===== src/rtl/mem_arb_pkg.sv =====
// ============================================================================
// mem_arb_pkg : shared types for the instruction/load-store memory arbiter
// Rev 1.0
// ============================================================================
`default_nettype none

package mem_arb_pkg;

  typedef enum logic [1:0] {
    IDLE    = 2'd0,
    LOCK_IF = 2'd1,
    LOCK_LS = 2'd2
  } arb_state_t;

  typedef enum logic {
    OWN_IF = 1'b0,
    OWN_LS = 1'b1
  } owner_t;

  typedef struct packed {
    logic   valid;
    owner_t owner;
  } rd_tag_t;

endpackage

`default_nettype wire


===== src/rtl/rd_tag_pipe.sv =====
// ============================================================================
// rd_tag_pipe : DEPTH-deep shift register tracking who owns each read in flight
// Rev 1.0
// ============================================================================
`default_nettype none

module rd_tag_pipe
  import mem_arb_pkg::*;
#(
  parameter int DEPTH = 1
) (
  input  logic    clk,
  input  logic    reset,
  input  rd_tag_t i_tag,
  output rd_tag_t o_tag
);

  rd_tag_t r_stage [DEPTH];

  always_ff @(posedge clk or posedge reset) begin
    if (reset) begin
      r_stage <= '{default: '0};
    end else begin
      r_stage[0] <= i_tag;
      for (int i = 1; i < DEPTH; i++) begin
        r_stage[i] <= r_stage[i-1];
      end
    end
  end

  assign o_tag = r_stage[DEPTH-1];

endmodule

`default_nettype wire


===== src/rtl/mem_port_arbiter.sv =====
// ============================================================================
// mem_port_arbiter : shares one Avalon-style memory between fetch and ld/st
// Optional: ARB_RR_EN selects round-robin tie-break instead of ls-priority.
// Rev 1.0
// ============================================================================
`default_nettype none

module mem_port_arbiter
  import mem_arb_pkg::*;
#(
  parameter int AW         = 32,
  parameter int DW         = 32,
  parameter int RD_LAT     = 1,
  parameter int STARVE_MAX = 4
) (
  input  logic            clk,
  input  logic            reset,
  input  logic [AW-1:0]   i_if_addr,
  input  logic            i_if_rd,
  input  logic [DW/8-1:0] i_if_byte_en,
  output logic            o_if_waitrequest,
  output logic [DW-1:0]   o_if_rddata,
  output logic            o_if_rddata_valid,
  input  logic [AW-1:0]   i_ls_addr,
  input  logic            i_ls_rd,
  input  logic            i_ls_wr,
  input  logic [DW-1:0]   i_ls_wrdata,
  input  logic [DW/8-1:0] i_ls_byte_en,
  output logic            o_ls_waitrequest,
  output logic [DW-1:0]   o_ls_rddata,
  output logic            o_ls_rddata_valid,
  output logic [AW-1:0]   o_mem_addr,
  output logic            o_mem_rd,
  output logic            o_mem_wr,
  output logic [DW-1:0]   o_mem_wrdata,
  output logic [DW/8-1:0] o_mem_byte_en,
  input  logic [DW-1:0]   i_mem_rddata,
  input  logic            i_mem_waitrequest
);

  arb_state_t r_state, w_state_nxt;
  logic       w_if_req, w_ls_req, w_if_wins;
  logic       w_grant_if, w_grant_ls, w_rd_accept;
  rd_tag_t    w_tag_in, w_tag_out;

  assign w_if_req = i_if_rd;
  assign w_ls_req = i_ls_rd | i_ls_wr;

`ifdef ARB_RR_EN
  owner_t r_last_grant;

  assign w_if_wins = w_if_req & (~w_ls_req | (r_last_grant == OWN_LS));

  always_ff @(posedge clk or posedge reset) begin
    if (reset) begin
      r_last_grant <= OWN_IF;
    end else if (w_grant_if & ~i_mem_waitrequest) begin
      r_last_grant <= OWN_IF;
    end else if (w_grant_ls & ~i_mem_waitrequest) begin
      r_last_grant <= OWN_LS;
    end
  end
`else
  localparam int SCW = $clog2(STARVE_MAX + 1);
  logic [SCW-1:0] r_starve_cnt;

  assign w_if_wins = w_if_req & (~w_ls_req | (r_starve_cnt == SCW'(STARVE_MAX)));

  always_ff @(posedge clk or posedge reset) begin
    if (reset) begin
      r_starve_cnt <= '0;
    end else if (w_grant_if & ~i_mem_waitrequest) begin
      r_starve_cnt <= '0;
    end else if (w_if_req & ~w_grant_if & (r_starve_cnt != SCW'(STARVE_MAX))) begin
      r_starve_cnt <= r_starve_cnt + 1'b1;
    end
  end
`endif

  always_ff @(posedge clk or posedge reset) begin
    if (reset) r_state <= IDLE;
    else       r_state <= w_state_nxt;
  end

  // A locked owner that drops its request loses the grant immediately.
  always_comb begin
    w_state_nxt = r_state;
    w_grant_if  = 1'b0;
    w_grant_ls  = 1'b0;
    case (r_state)
      IDLE: begin
        w_grant_if = w_if_wins;
        w_grant_ls = w_ls_req & ~w_if_wins;
        if (w_grant_if & i_mem_waitrequest)      w_state_nxt = LOCK_IF;
        else if (w_grant_ls & i_mem_waitrequest) w_state_nxt = LOCK_LS;
      end
      LOCK_IF: begin
        w_grant_if = w_if_req;
        if (~w_if_req | ~i_mem_waitrequest) w_state_nxt = IDLE;
      end
      LOCK_LS: begin
        w_grant_ls = w_ls_req;
        if (~w_ls_req | ~i_mem_waitrequest) w_state_nxt = IDLE;
      end
      default: w_state_nxt = IDLE;
    endcase
    if (reset) begin
      w_grant_if = 1'b0;
      w_grant_ls = 1'b0;
    end
  end

  assign o_mem_rd      = (w_grant_if & i_if_rd) | (w_grant_ls & i_ls_rd & ~i_ls_wr);
  assign o_mem_wr      = w_grant_ls & i_ls_wr;
  assign o_mem_addr    = w_grant_if ? i_if_addr    : (w_grant_ls ? i_ls_addr    : '0);
  assign o_mem_byte_en = w_grant_if ? i_if_byte_en : (w_grant_ls ? i_ls_byte_en : '0);
  assign o_mem_wrdata  = w_grant_ls ? i_ls_wrdata : '0;

  assign o_if_waitrequest = ~reset & w_if_req & (w_grant_if ? i_mem_waitrequest : 1'b1);
  assign o_ls_waitrequest = ~reset & w_ls_req & (w_grant_ls ? i_mem_waitrequest : 1'b1);

  assign w_rd_accept    = o_mem_rd & ~i_mem_waitrequest;
  assign w_tag_in.valid = w_rd_accept;
  assign w_tag_in.owner = w_grant_if ? OWN_IF : OWN_LS;

  rd_tag_pipe #(
    .DEPTH (RD_LAT)
  ) u_rd_tag_pipe (
    .clk   (clk),
    .reset (reset),
    .i_tag (w_tag_in),
    .o_tag (w_tag_out)
  );

  assign o_if_rddata       = i_mem_rddata;
  assign o_ls_rddata       = i_mem_rddata;
  assign o_if_rddata_valid = w_tag_out.valid & (w_tag_out.owner == OWN_IF);
  assign o_ls_rddata_valid = w_tag_out.valid & (w_tag_out.owner == OWN_LS);

`ifndef SYNTHESIS
  // Simultaneous load and store is illegal; the store wins.
  a_no_rd_wr: assert property (@(posedge clk) disable iff (reset) !(i_ls_rd && i_ls_wr));
`endif

endmodule

`default_nettype wire

===== config.mk =====
export PLATFORM = sky130hd
export DESIGN_NAME = mem_port_arbiter
export DESIGN_NICKNAME = d
export VERILOG_FILES = /design/src/rtl/mem_arb_pkg.sv /design/src/rtl/rd_tag_pipe.sv /design/src/rtl/mem_port_arbiter.sv
export SDC_FILE = /design/constraint.sdc
export NUM_CORES = 1
export LEC_CHECK = 0
export ABC_AREA = 1
export CORE_AREA = 2 2 110 112
export CTS_CLUSTER_DIAMETER = 120
export DETAILED_ROUTE_END_ITERATION = 8
export DIE_AREA = 0 0 112 114
export HOLD_SLACK_MARGIN = 0.08
export PLACE_DENSITY = 0.57
export SLEW_MARGIN = 20
export SYNTH_ARGS = -nofsm -noshare
export SYNTH_HDL_FRONTEND = slang
export SYNTH_SLANG_ARGS = --single-unit

===== constraint.sdc =====
create_clock -name clk -period 2 [get_ports clk]
set_input_delay 0.3 -clock clk [delete_from_list [all_inputs] [get_ports clk]]
set_output_delay 0.3 -clock clk [all_outputs]
set_load 0.02 [all_outputs]

# == After elaboration in Yosys (flattened, before gate mapping) ==
# Index checks and enable logic that the tools add are counted.
# word_totals
wordCells,65
input_bits,142
register_bits,7
output_inout_bits,138
# op_classes
n_bitwise,31
muxes,19
eq_ne,7
reduce_logical,3
addsub,1
# ops
op,n
2-to-1 mux 32 bit,3
bitwise AND 1 bit,18
2-to-1 mux 2 bit,4
2-to-1 mux 4 bit,2
NOT 1 bit,8
2-to-1 mux 3 bit,2
inequality test 3 bit (second input constant),2
case mux 2 bit (3 select lines),1
2-to-1 mux 1 bit,5
bitwise OR 1 bit,5
inequality test 2 bit (second input constant),2
case mux 1 bit (2 select lines),2
adder 3 x 1 -> 3 bit (second input constant),1
equality test 3 bit (second input constant),1
AND reduction 3 bit,1
equality test 2 x 1 -> 1 bit (second input constant),1
equality test 2 bit (second input constant),1
zero test 2 bit,1
nonzero test 2 bit,1

# == Logic depth before layout (Yosys ltp) ==
# Gate-level depths: netlist of the first run.
# logic_depth
ltp_word,12
depth_mapped,9
mapped_depth_nobuf,9

# == Cells and area by module ==
# From an unflattened synthesis of the first run, not the netlist that was laid out.
# unflattened
hier_cells,325
hier_area_um2,1985.7
# by_module_without_submodules
module,instances,area_each_um2,cells_each,seq_area_each_um2
mem_port_arbiter,1,1931.9,322,125.1
rd_tag_pipe,1,53.8,3,50.0

# == Worst setup path after synthesis of the first run ==
# No wires, ideal clock.
# synth_timing
path_type,register -> output
start,register r_starve_cnt[0]
end,output port o_mem_wrdata[0]
t_arrival_ns,1.460
setup_slack_ns,0.240
stages_incl_launch_ff,9
cell_sequence,dfrtp_1 inv_1 ha_1 nand2_1 o21ai_4 o21bai_4 nand2_2 buf_4 nor2_1
# synth_via
elab_chain_len,8
# synth_rtl
item,line_no,source
start: declaration,mem_port_arbiter.sv:65,logic [SCW-1:0] r_starve_cnt;
start signal: assignment,mem_port_arbiter.sv:75,r_starve_cnt <= r_starve_cnt + 1'b1;
equality test 3 bit,mem_port_arbiter.sv:67,assign w_if_wins = w_if_req & (~w_ls_req | (r_starve_cnt == SCW'(STARVE_MAX)));
bitwise OR 1 bit,mem_port_arbiter.sv:67,
bitwise AND 1 bit,mem_port_arbiter.sv:67,
NOT 1 bit,mem_port_arbiter.sv:93,w_grant_ls = w_ls_req & ~w_if_wins;
bitwise AND 1 bit,mem_port_arbiter.sv:93,
case mux 1 bit (2 select lines),mem_port_arbiter.sv:90,case (r_state)
2-to-1 mux 1 bit,mem_port_arbiter.sv:107,if (reset) begin
2-to-1 mux 32 bit,mem_port_arbiter.sv:117,assign o_mem_wrdata = w_grant_ls ? i_ls_wrdata : '0;
end: declaration,mem_port_arbiter.sv:35,"output logic [DW-1:0] o_mem_wrdata,"
# No other way between the ends.

# == Worst setup path after layout of the first run ==
# layout_timing
start,register r_starve_cnt[0]
end,output port o_mem_addr[31]
# layout_via
elab_chain_len,9
# layout_rtl
item,line_no,source
equality test 3 bit *,mem_port_arbiter.sv:67,
bitwise OR 1 bit *,mem_port_arbiter.sv:67,
bitwise AND 1 bit *,mem_port_arbiter.sv:67,
NOT 1 bit,mem_port_arbiter.sv:93,
bitwise AND 1 bit,mem_port_arbiter.sv:93,
case mux 1 bit (2 select lines),mem_port_arbiter.sv:90,
2-to-1 mux 1 bit,mem_port_arbiter.sv:107,
2-to-1 mux 32 bit,mem_port_arbiter.sv:115,assign o_mem_addr = w_grant_if ? i_if_addr : (w_grant_ls ? i_ls_addr : '0);
2-to-1 mux 32 bit *,mem_port_arbiter.sv:115,
end: declaration,mem_port_arbiter.sv:32,"output logic [AW-1:0] o_mem_addr,"
# Mark *: on every way between the ends. The rest lies on a longest branch, timed or not.

==> results of run 1 <==
## final cells by class
type                            instances  share of cell area
Tap cell                              147             0.04856
Multi-Input combinational cell        186              0.2851
Inverter                               46             0.04691
Sequential cell                         7             0.04625
Clock buffer                            4             0.02081
Timing Repair Buffer                  222              0.5524
## cells in the mapped netlist, drive strengths merged
cell	count
nor2	37
dfrtp	7
o21bai	1
o21ai	5
inv	45
ha	2
clkinv	1
nand2	89
nand4	1
xor2	1
buf	78
o21a	1
a21oi	2
nor3	2
nand3	45
## sequential cells by signal (all words and copies together) (netlist names)
register / count
r_starve_cnt: 3
r_state: 2
u_rd_tag_pipe.o_tag: 2
## routing by layer
layer  share of wire  vias to the layer above
li1                -                     1188
met1            0.35                     1047
met2            0.53                      137
met3           0.099                       26
met4           0.024                        0
met5               0                        -
## metrics by stage
step                cells  hold slack (ps)
floorplan             317            363.1
global placement      597            574.1
detailed placement    597            576.4
CTS                   609            519.6
global route          612            200.7
finish                612            175.2
## logic make-up (layout without fill, tap and decap cells)
family,Yosys count,after routing,share of synthesized area
simple gates,174,174,0.4385
buf+inv,124,272,0.4135
compound gates,9,9,0.03814
flops,7,7,0.09205
fa+ha+maj,2,2,0.01315
xor+xnor,1,1,0.004603
## critical path, stage by stage (launching register included)
cell	delay (ps)
dfrtp_1	380
inv_2	80
ha_4	140
nand2_4	60
o21ai_4	160
o21bai_4	90
buf_6	140
clkbuf_16	160
nand3_2	50
nand2_1	60
buf_6	130
## worst paths after layout
path                                 start                endpoint  slack, ps  cells past startpoint
hold / removal                       reset         r_starve_cnt[1]        180                      3
setup reg to reg           r_starve_cnt[0]         r_starve_cnt[2]        560                     10
max in group asynchronous            reset  u_rd_tag_pipe.o_tag[0]       1530                      4
hold reg to reg                 r_state[1]              r_state[1]        580                      1
setup / recovery           r_starve_cnt[0]          o_mem_addr[31]         -6                     10
min in group clk                r_state[1]              r_state[1]        580                      1
## power by group through the flow
| stage | registers (mW) | logic (mW) | clock network (mW) |
|---|---|---|---|
| finish | 0.225 | 2.46 | 0.344 |
| global route | 0.229 | 2.66 | 0.355 |
| global placement | 0.217 | 2.17 | 0 |
| detailed placement | 0.219 | 2.20 | 0 |
| CTS | 0.225 | 2.22 | 0.349 |
| floorplan | 0.216 | 1.35 | 0 |
## cells in the final DEF, fill, tap and decap left out, drive strengths merged, types with 2 or more instances in the layout
master | Yosys | routed
buf | 78 | 110
clkdlybuf4s50 | 0 | 107
nand2 | 89 | 89
nand3 | 45 | 45
inv | 45 | 44
nor2 | 37 | 37
dfrtp | 7 | 7
clkbuf | 0 | 5
o21ai | 5 | 5
dlymetal6s2s | 0 | 2
dlygate4sd2 | 0 | 2
nor3 | 2 | 2
clkinv | 1 | 2
a21oi | 2 | 2
ha | 2 | 2
## what timing repair did
action                     CTS  global route
setup endpoints to repair   72            72
pin swaps                    5             4
resized for setup          319            93
cloned                       1             1
buffers inserted             8             3
==> flow_summary.json, run 1 <==
{
  "status": "finished, violations left",
  "violations": "negative setup slack",
  "postSynthAreaPerCell_um2": 6.003,
  "gr-usage-met2": 0.2295,
  "cellInternalPower_mw": 1.655,
  "grt_pass1_wl_um": 12050,
  "nFillCells": 1249,
  "gr-usage-met1": 0.1156,
  "switchingPower_mw": 1.372,
  "numPortBuffers": 183,
  "cts_tree": "yes",
  "cts-root-buf": "clkbuf_16",
  "setup_tns_ps": -8.006,
  "p_total_mw": 3.028,
  "multi_input_area_um2": 1080,
  "clkPwrFrac": 0.114,
  "overflow": 0,
  "ff_latch_area_um2": 175.2,
  "synth_top_area_share": 0.2643,
  "synth_largest_area_cell": "buf_4",
  "dp_hpwl_um": 6291,
  "core_um2": 11710,
  "nets": 610,
  "clkSlewWorstSetupHoldPaths_ps": 40,
  "rsz0062_at_grt": "true",
  "swShare": 0.4533,
  "vdd_drop_max_v": 0.0003184,
  "gp_congestion": 0.8149,
  "h-tree-depth": 1,
  "cts_hold_buf": 0,
  "cts_made_buffers": 3,
  "clock_sink_count": 7,
  "grt_util_met3": 0.03826,
  "start_util": 0.1625,
  "final_cell_area_um2": 3787,
  "diodes": 0,
  "grt.total_usage": 0.1170,
  "synth.area.top_cells": "buf_4 26%, nand2_1 17%, nand3_2 11%, dfrtp_1 9.2%, inv_1 8.3%",
  "route.detailed.drc": 0,
  "grt_max_degree": 22,
  "cp.arrival_ps": 1710,
  "syn_to_final_growth_pct": 99.01,
  "power_frac_comb": 0.812,
  "max-cap-violations": 0,
  "synthCells": 317,
  "die_h_um": 114,
  "setup_violations": 2,
  "synth_cell_type_count": 27,
  "busiest_layer": "met2",
  "worst_pin_slew_ps": 243.3,
  "antenna_found_initial": 0,
  "maxSlewHeadroom": 0.8361,
  "layout-drive-gt1-share": 0.3720,
  "crit_required_ps": 1700,
  "syn-num-nets": 461,
  "fmax_mhz": 498.6,
  "finalWorstPathRequiredPeriod_ps": 2006,
  "wl_per_cell_um": 12.89,
  "fp.dieW_um": 112,
  "fin_worst_skew_ps": 2.693,
  "path_class": "flip-flop to output port",
  "slew_viol_final": 0,
  "num_vias": 2398,
  "power_leakage_nw": 1.958,
  "post-route-util": 0.3234,
  "grt_pass1_vias": 2467,
  "power.density_nw_per_um2": 799.4,
  "detail-route-antenna-nets": 0,
  "drt-initial-drc-count": 81,
  "worstSetupStartpointType": "flip-flop",
  "post-place-ws_ps": -562.3,
  "p_seq_frac": 0.074,
  "wl_um": 7888,
  "clockBufferDepth": 2,
  "hold_path_class": "input port to asynchronous set/reset pin",
  "drt_pass1_iterations": 4,
  "syn-cell-area_um2": 1903,
  "ios": 280,
  "setup_ws_ps": -5.778,
  "clk_latency_ps": 240,
  "viasPerCell": 3.918,
  "placementRows": 40,
  "fin_crit_sh": 1.003,
  "ys_seq_area_frac": 0.09204,
  "synth_warnings": 0,
  "placed_area_um2": 3577,
  "critPathMaxFanout": 7,
  "die_area_um2": 12770,
  "hold_violations": 0,
  "end_kind": "output port",
  "synth-seq-cells": 7
}
No activity file was read; power rests on OpenSTA's default activity.
==> inputs of run 2 (changes only) <==
GPL_ROUTABILITY_DRIVEN = 0   (was unset)
clock period = 2.18 ns   (was 2 ns; I/O delays follow)
==> run 2 against run 1 <==
  * The run now ends clean
  * Non-clock buffer count fell by 2
  * Global-route usage fell by 0.32 points
  * Worst hold slack improved by 370 ps
  * Final area fell by 7.2%
  * Cell count fell by 0.16%
  * Via count fell by 1.5%
  * Clock power fell by 8.7%
  * Clock skew rose by 0.77 ps
  * Register-to-register slack improved by 110 ps
  * Core utilization fell by 2.3 points
==> flow_summary.json, run 2 (synthesis gave the netlist of run 1 again) <==
{
  "status": "completed",
  "maxSlewHeadroom": 0.8420,
  "wl_per_cell_um": 12.59,
  "crit_start": "r_starve_cnt[1]",
  "grt_pass1_wl_um": 11760,
  "final_common_cell": "clkdlybuf4s50_1",
  "nets": 608,
  "grt_max_degree": 22,
  "worst_pin_slew_ps": 238.0,
  "fp.dieW_um": 112,
  "syn_to_final_growth_pct": 84.62,
  "die_area_um2": 12770,
  "hold_path_class": "input port to asynchronous set/reset pin",
  "critPathMaxFanout": 5,
  "top_register": "r_starve_cnt",
  "setup_tns_ps": 0,
  "viasPerCell": 3.867,
  "end_kind": "output port",
  "largest_reg_flops": 3,
  "vdd_drop_max_v": 0.0002309,
  "worstSetupStartpointType": "flip-flop",
  "start_util": 0.1625,
  "grt.total_usage": 0.1138,
  "swShare": 0.4597,
  "layout_common_cells": "108 x clkdlybuf4s50_1, 79 x nand2_1, 55 x buf_2",
  "r2r_cells": 9,
  "power_frac_comb": 0.800,
  "cts_made_buffers": 3,
  "wl_um": 7691,
  "setup_violations": 0,
  "max-cap-violations": 0,
  "hold_violations": 0,
  "numPortBuffers": 183,
  "fin_crit_sh": 0.9610,
  "cts_tree": "yes",
  "ios": 280,
  "stdcell_count": 611,
  "num_vias": 2363,
  "detail-route-antenna-nets": 0,
  "p_seq_frac": 0.079,
  "clkPwrFrac": 0.121,
  "r2r-end": "u_rd_tag_pipe.o_tag[1]",
  "dp_hpwl_um": 6244,
  "crit_required_ps": 1850,
  "cellInternalPower_mw": 1.408,
  "overflow": 0,
  "clock_sink_count": 7,
  "r2r-start": "r_starve_cnt[1]",
  "power.density_nw_per_um2": 741.8,
  "core_um2": 11710,
  "fin_worst_skew_ps": 3.462,
  "switchingPower_mw": 1.198,
  "cp.arrival_ps": 1770,
  "dp_cells": 596,
  "clk_latency_ps": 230,
  "grt_pass1_vias": 2387,
  "crit_end": "o_mem_rd",
  "h-tree-depth": 1,
  "r2r_setup_slack_ps": 670,
  "slew_viol_final": 0,
  "cts-root-buf": "clkbuf_16",
  "route.detailed.drc": 0,
  "fmax_mhz": 477.3,
  "clkSlewWorstSetupHoldPaths_ps": 40,
  "rsz0062_at_grt": "true",
  "p_total_mw": 2.606,
  "die_h_um": 114,
  "antenna_found_initial": 1,
  "finalWorstPathRequiredPeriod_ps": 2095,
  "whs_ps": 544.0,
  "placementRows": 40,
  "clockBufferDepth": 2,
  "layout-drive-gt1-share": 0.3283,
  "path_class": "flip-flop to output port",
  "power_leakage_nw": 1.919,
  "drt_pass1_iterations": 6,
  "drt-initial-drc-count": 120
}
## run 2: cell count changes in the layout (fill, tap and decap cells not counted), moves of 5 or more
cell	change
clkbuf_2	+5
buf_2	+48
nand2_2	-9
buf_6	-12
nand3_1	+8
nand2_1	+9
buf_4	-46
## run 2: stage by stage
| stage | cell area (um2) | utilization | setup slack (ps) |
|---|---|---|---|
| detailed placement | 3570 | 0.3048 | -430.4 |
| CTS | 3520 | 0.3005 | -83.81 |
| global placement | 3570 | 0.3048 | -414.5 |
| global route | 3513 | 0.3000 | -23.50 |
| finish | 3513 | 0.3000 | 85.02 |
| floorplan | 1903 | - | 393.0 |
## run 2: worst max-delay path, cell delays in order (launching register included)
cell and delay [ps]:
dfrtp_1 380, inv_2 80, ha_4 140, nand2_4 60, o21ai_4 160, o21bai_4 100
buf_4 140, buf_4 120, nand3_1 110, nand2_1 80, buf_2 160
## run 2: worst min-delay path by stage
| stage | cells after the start | slack (ps) | endpoint | from |
|---|---|---|---|---|
| 2_1_floorplan | 1 | 390 | u_rd_tag_pipe.o_tag[1] | i_mem_waitrequest |
| 3_3_place_gp | 1 | 570 | r_state[1] | r_state[1] |
| 3_5_place_dp | 1 | 580 | r_state[1] | r_state[1] |
| 4_1_cts | 1 | 580 | r_state[1] | r_state[1] |
| 5_1_grt | 3 | 580 | r_starve_cnt[0] | reset |
| 6_report | 3 | 540 | r_starve_cnt[1] | reset |
## run 2: final cells by class
class | count | area, um2
sequential | 7 | 175.2
antenna | 1 | 2.502
clock buffer | 4 | 78.83
tap | 147 | 183.9
timing repair buffer | 220 | 1922
fill | 1294 | 8198
inverter | 46 | 175.2
multi-input combinational | 186 | 975.9
## run 2: repair_timing
| action | CTS | global route |
|---|---|---|
| gates resized for setup | 272 | 39 |
| hold buffers | 0 | 0 |
| cloned | 2 | 0 |
| buffers inserted | 6 | 3 |
| setup endpoints to repair | 72 | 37 |
| pin swaps | 3 | 1 |
## run 2: power groups by stage
stage               clock network [mW]  logic [mW]  registers (mW)
CTS                              0.320        2.10           0.206
global route                     0.329        2.26           0.213
floorplan                            0        1.24           0.198
global placement                     0        1.98           0.199
detailed placement                   0        2.01           0.201
finish                           0.314        2.09           0.206
## run 2: layer usage
| metal | track usage | routed length (um) | vias up |
|---|---|---|---|
| met5 | 0 | 0 | - |
| met4 | 0.03089 | 150 | 0 |
| met3 | 0.03613 | 782 | 21 |
| met2 | 0.2186 | 3930 | 131 |
| met1 | 0.1195 | 2828 | 1028 |
| li1 | - | - | 1183 |
==> inputs of run 3 (changes only) <==
SKIP_CTS_REPAIR_TIMING = 1   (was unset)
==> run 3 against run 2 <==
  * Worst hold slack got worse by 4.8 ps
  * Combinational power rose by 7%
  * Global-route usage fell by 0.45 points
  * Critical endpoint is now o_mem_addr[21]
  * Critical path depth did not move
  * Sequential share of layout area fell by 0.27 points
  * Via count rose by 0.68%
  * Core utilization rose by 1.7 points
==> flow_summary.json, run 3 (synthesis gave the netlist of run 1 again) <==
{
  "cellInternalPower_mw": 1.508,
  "fp.dieW_um": 112,
  "dp_hpwl_um": 6244,
  "switchingPower_mw": 1.249,
  "crit_start": "r_starve_cnt[1]",
  "whs_ps": 539.2,
  "slowest_delay_ps": 380,
  "end_kind": "output port",
  "worstSetupStartpointType": "flip-flop",
  "antenna_found_initial": 0,
  "swShare": 0.4530,
  "overflow": 0,
  "nFillCells": 1248,
  "max-cap-violations": 0,
  "die_h_um": 114,
  "detail-route-antenna-nets": 0,
  "cp.arrival_ps": 1780,
  "clockBufferDepth": 2,
  "drt-initial-drc-count": 96,
  "crit_required_ps": 1850,
  "layout_common_cells": "109 x clkdlybuf4s50_1, 71 x nand2_1, 40 x buf_4",
  "hold_violations": 0,
  "p_seq_frac": 0.075,
  "cp_cell_sequence": "inv_2, ha_4, nand2_4, o21ai_4, o21bai_4, buf_12, clkbuf_16, nand3_2, nand2_1, buf_6",
  "vdd_drop_max_v": 0.0002320,
  "clkSlewWorstSetupHoldPaths_ps": 40,
  "placementRows": 40,
  "h-tree-depth": 1,
  "r2r-start": "r_starve_cnt[1]",
  "hold_path_class": "input port to asynchronous set/reset pin",
  "setup_violations": 0,
  "final_common_cell": "clkdlybuf4s50_1",
  "cts_tree": "yes",
  "p_total_mw": 2.757,
  "worst_pin_slew_ps": 255.7,
  "ff_latch_area_um2": 175.2,
  "path_class": "flip-flop to output port",
  "diodes": 0,
  "start_util": 0.1625,
  "fmax_mhz": 474.7,
  "route.detailed.drc": 0,
  "post-route-util": 0.3174,
  "wl_um": 7808,
  "dp_cells": 596,
  "top_register": "r_starve_cnt",
  "grt.total_usage": 0.1093,
  "slew_viol_final": 0,
  "finalWorstPathRequiredPeriod_ps": 2107,
  "cts_made_buffers": 3,
  "viasPerCell": 3.913,
  "nets": 606,
  "status": "completed",
  "critPathMaxFanout": 8,
  "grt_max_degree": 31,
  "maxSlewHeadroom": 0.8293,
  "power_leakage_nw": 1.973,
  "clkPwrFrac": 0.115,
  "core_um2": 11710,
  "clock_sink_count": 7,
  "slowest_stage": "dfrtp_1",
  "wl_per_cell_um": 12.84,
  "grt_pass1_wl_um": 11360,
  "numPortBuffers": 183,
  "die_area_um2": 12770,
  "cts-root-buf": "clkbuf_16",
  "fin_crit_sh": 0.9663,
  "clk_latency_ps": 230,
  "syn_to_final_growth_pct": 95.33,
  "drt_pass1_iterations": 4,
  "power_frac_comb": 0.810,
  "grt_pass1_vias": 2355,
  "rsz0062_at_grt": "true",
  "power.density_nw_per_um2": 741.5,
  "layout-drive-gt1-share": 0.3644,
  "largest_reg_flops": 3,
  "stdcell_count": 608,
  "multi_input_area_um2": 1050,
  "fin_worst_skew_ps": 4.114,
  "ios": 280,
  "num_vias": 2379
}
==> run 3: changes by cell type in the layout (fill, tap and decap cells not counted), sizes merged <==
cell,delta
dlymetal6s2s,+4
buf,-21
clkbuf,+18
dlygate4sd2,-4
clkdlybuf4s50,+1
diode,-1
==> run 3: final cells by class <==
class | instances | share of cell area
clock buffers | 4 | 0.02120
flip-flops and latches | 7 | 0.04712
repair buffers | 218 | 0.5527
multi-input cells | 186 | 0.2824
well taps | 147 | 0.04948
inverters | 46 | 0.04712
==> run 3: power by group through the flow <==
stage | Clock [mW] | Sequential, mW | Combinational (mW)
floorplan | 0 | 0.198 | 1.24
global placement | 0 | 0.199 | 1.98
detailed placement | 0 | 0.201 | 2.01
CTS | 0.320 | 0.199 | 2.02
global route | 0.329 | 0.213 | 2.41
finish | 0.318 | 0.207 | 2.23
==> run 3: routing by layer <==
metal,GRT usage,routed length [um],vias to the layer above
met1,0.1121,2789,1040
met2,0.2097,4039,137
met3,0.03666,787,23
li1,-,-,1179
met4,0.03415,192,0
met5,0,0,-
==> run 3: metrics by stage <==
stage / TNS [ps] / cell area [um2] / worst slack [ps]
after CTS: -30530 / 3649 / -466.4
after detailed placement: -28220 / 3570 / -430.4
after global placement: -27000 / 3570 / -414.5
final: 0 / 3717 / 73.42
after floorplan: 0 / 1903 / 393.0
after global routing: -17.71 / 3717 / -7.249
==> run 3: final timing paths <==
path                                                to  slack, ps  cells after the start
worst min register to register              r_state[1]        580                      1
worst max register to register  u_rd_tag_pipe.o_tag[1]        650                      9
worst max-delay path                    o_mem_addr[21]         70                     10
max in group asynchronous       u_rd_tag_pipe.o_tag[1]       1350                      4
min in group clk                u_rd_tag_pipe.o_tag[1]        550                      4
worst min-delay path                   r_starve_cnt[0]        540                      3
==> run 3: worst max-delay path: cells and delay by family, from the launching register on <==
family                   cells  cell delay (ps)
buffers and inverters        4              530
flip-flops                   1              380
AO/OA/AOI/OAI                2              290
AND/OR/NAND/NOR              3              180
adder cells (fa/ha/maj)      1              140
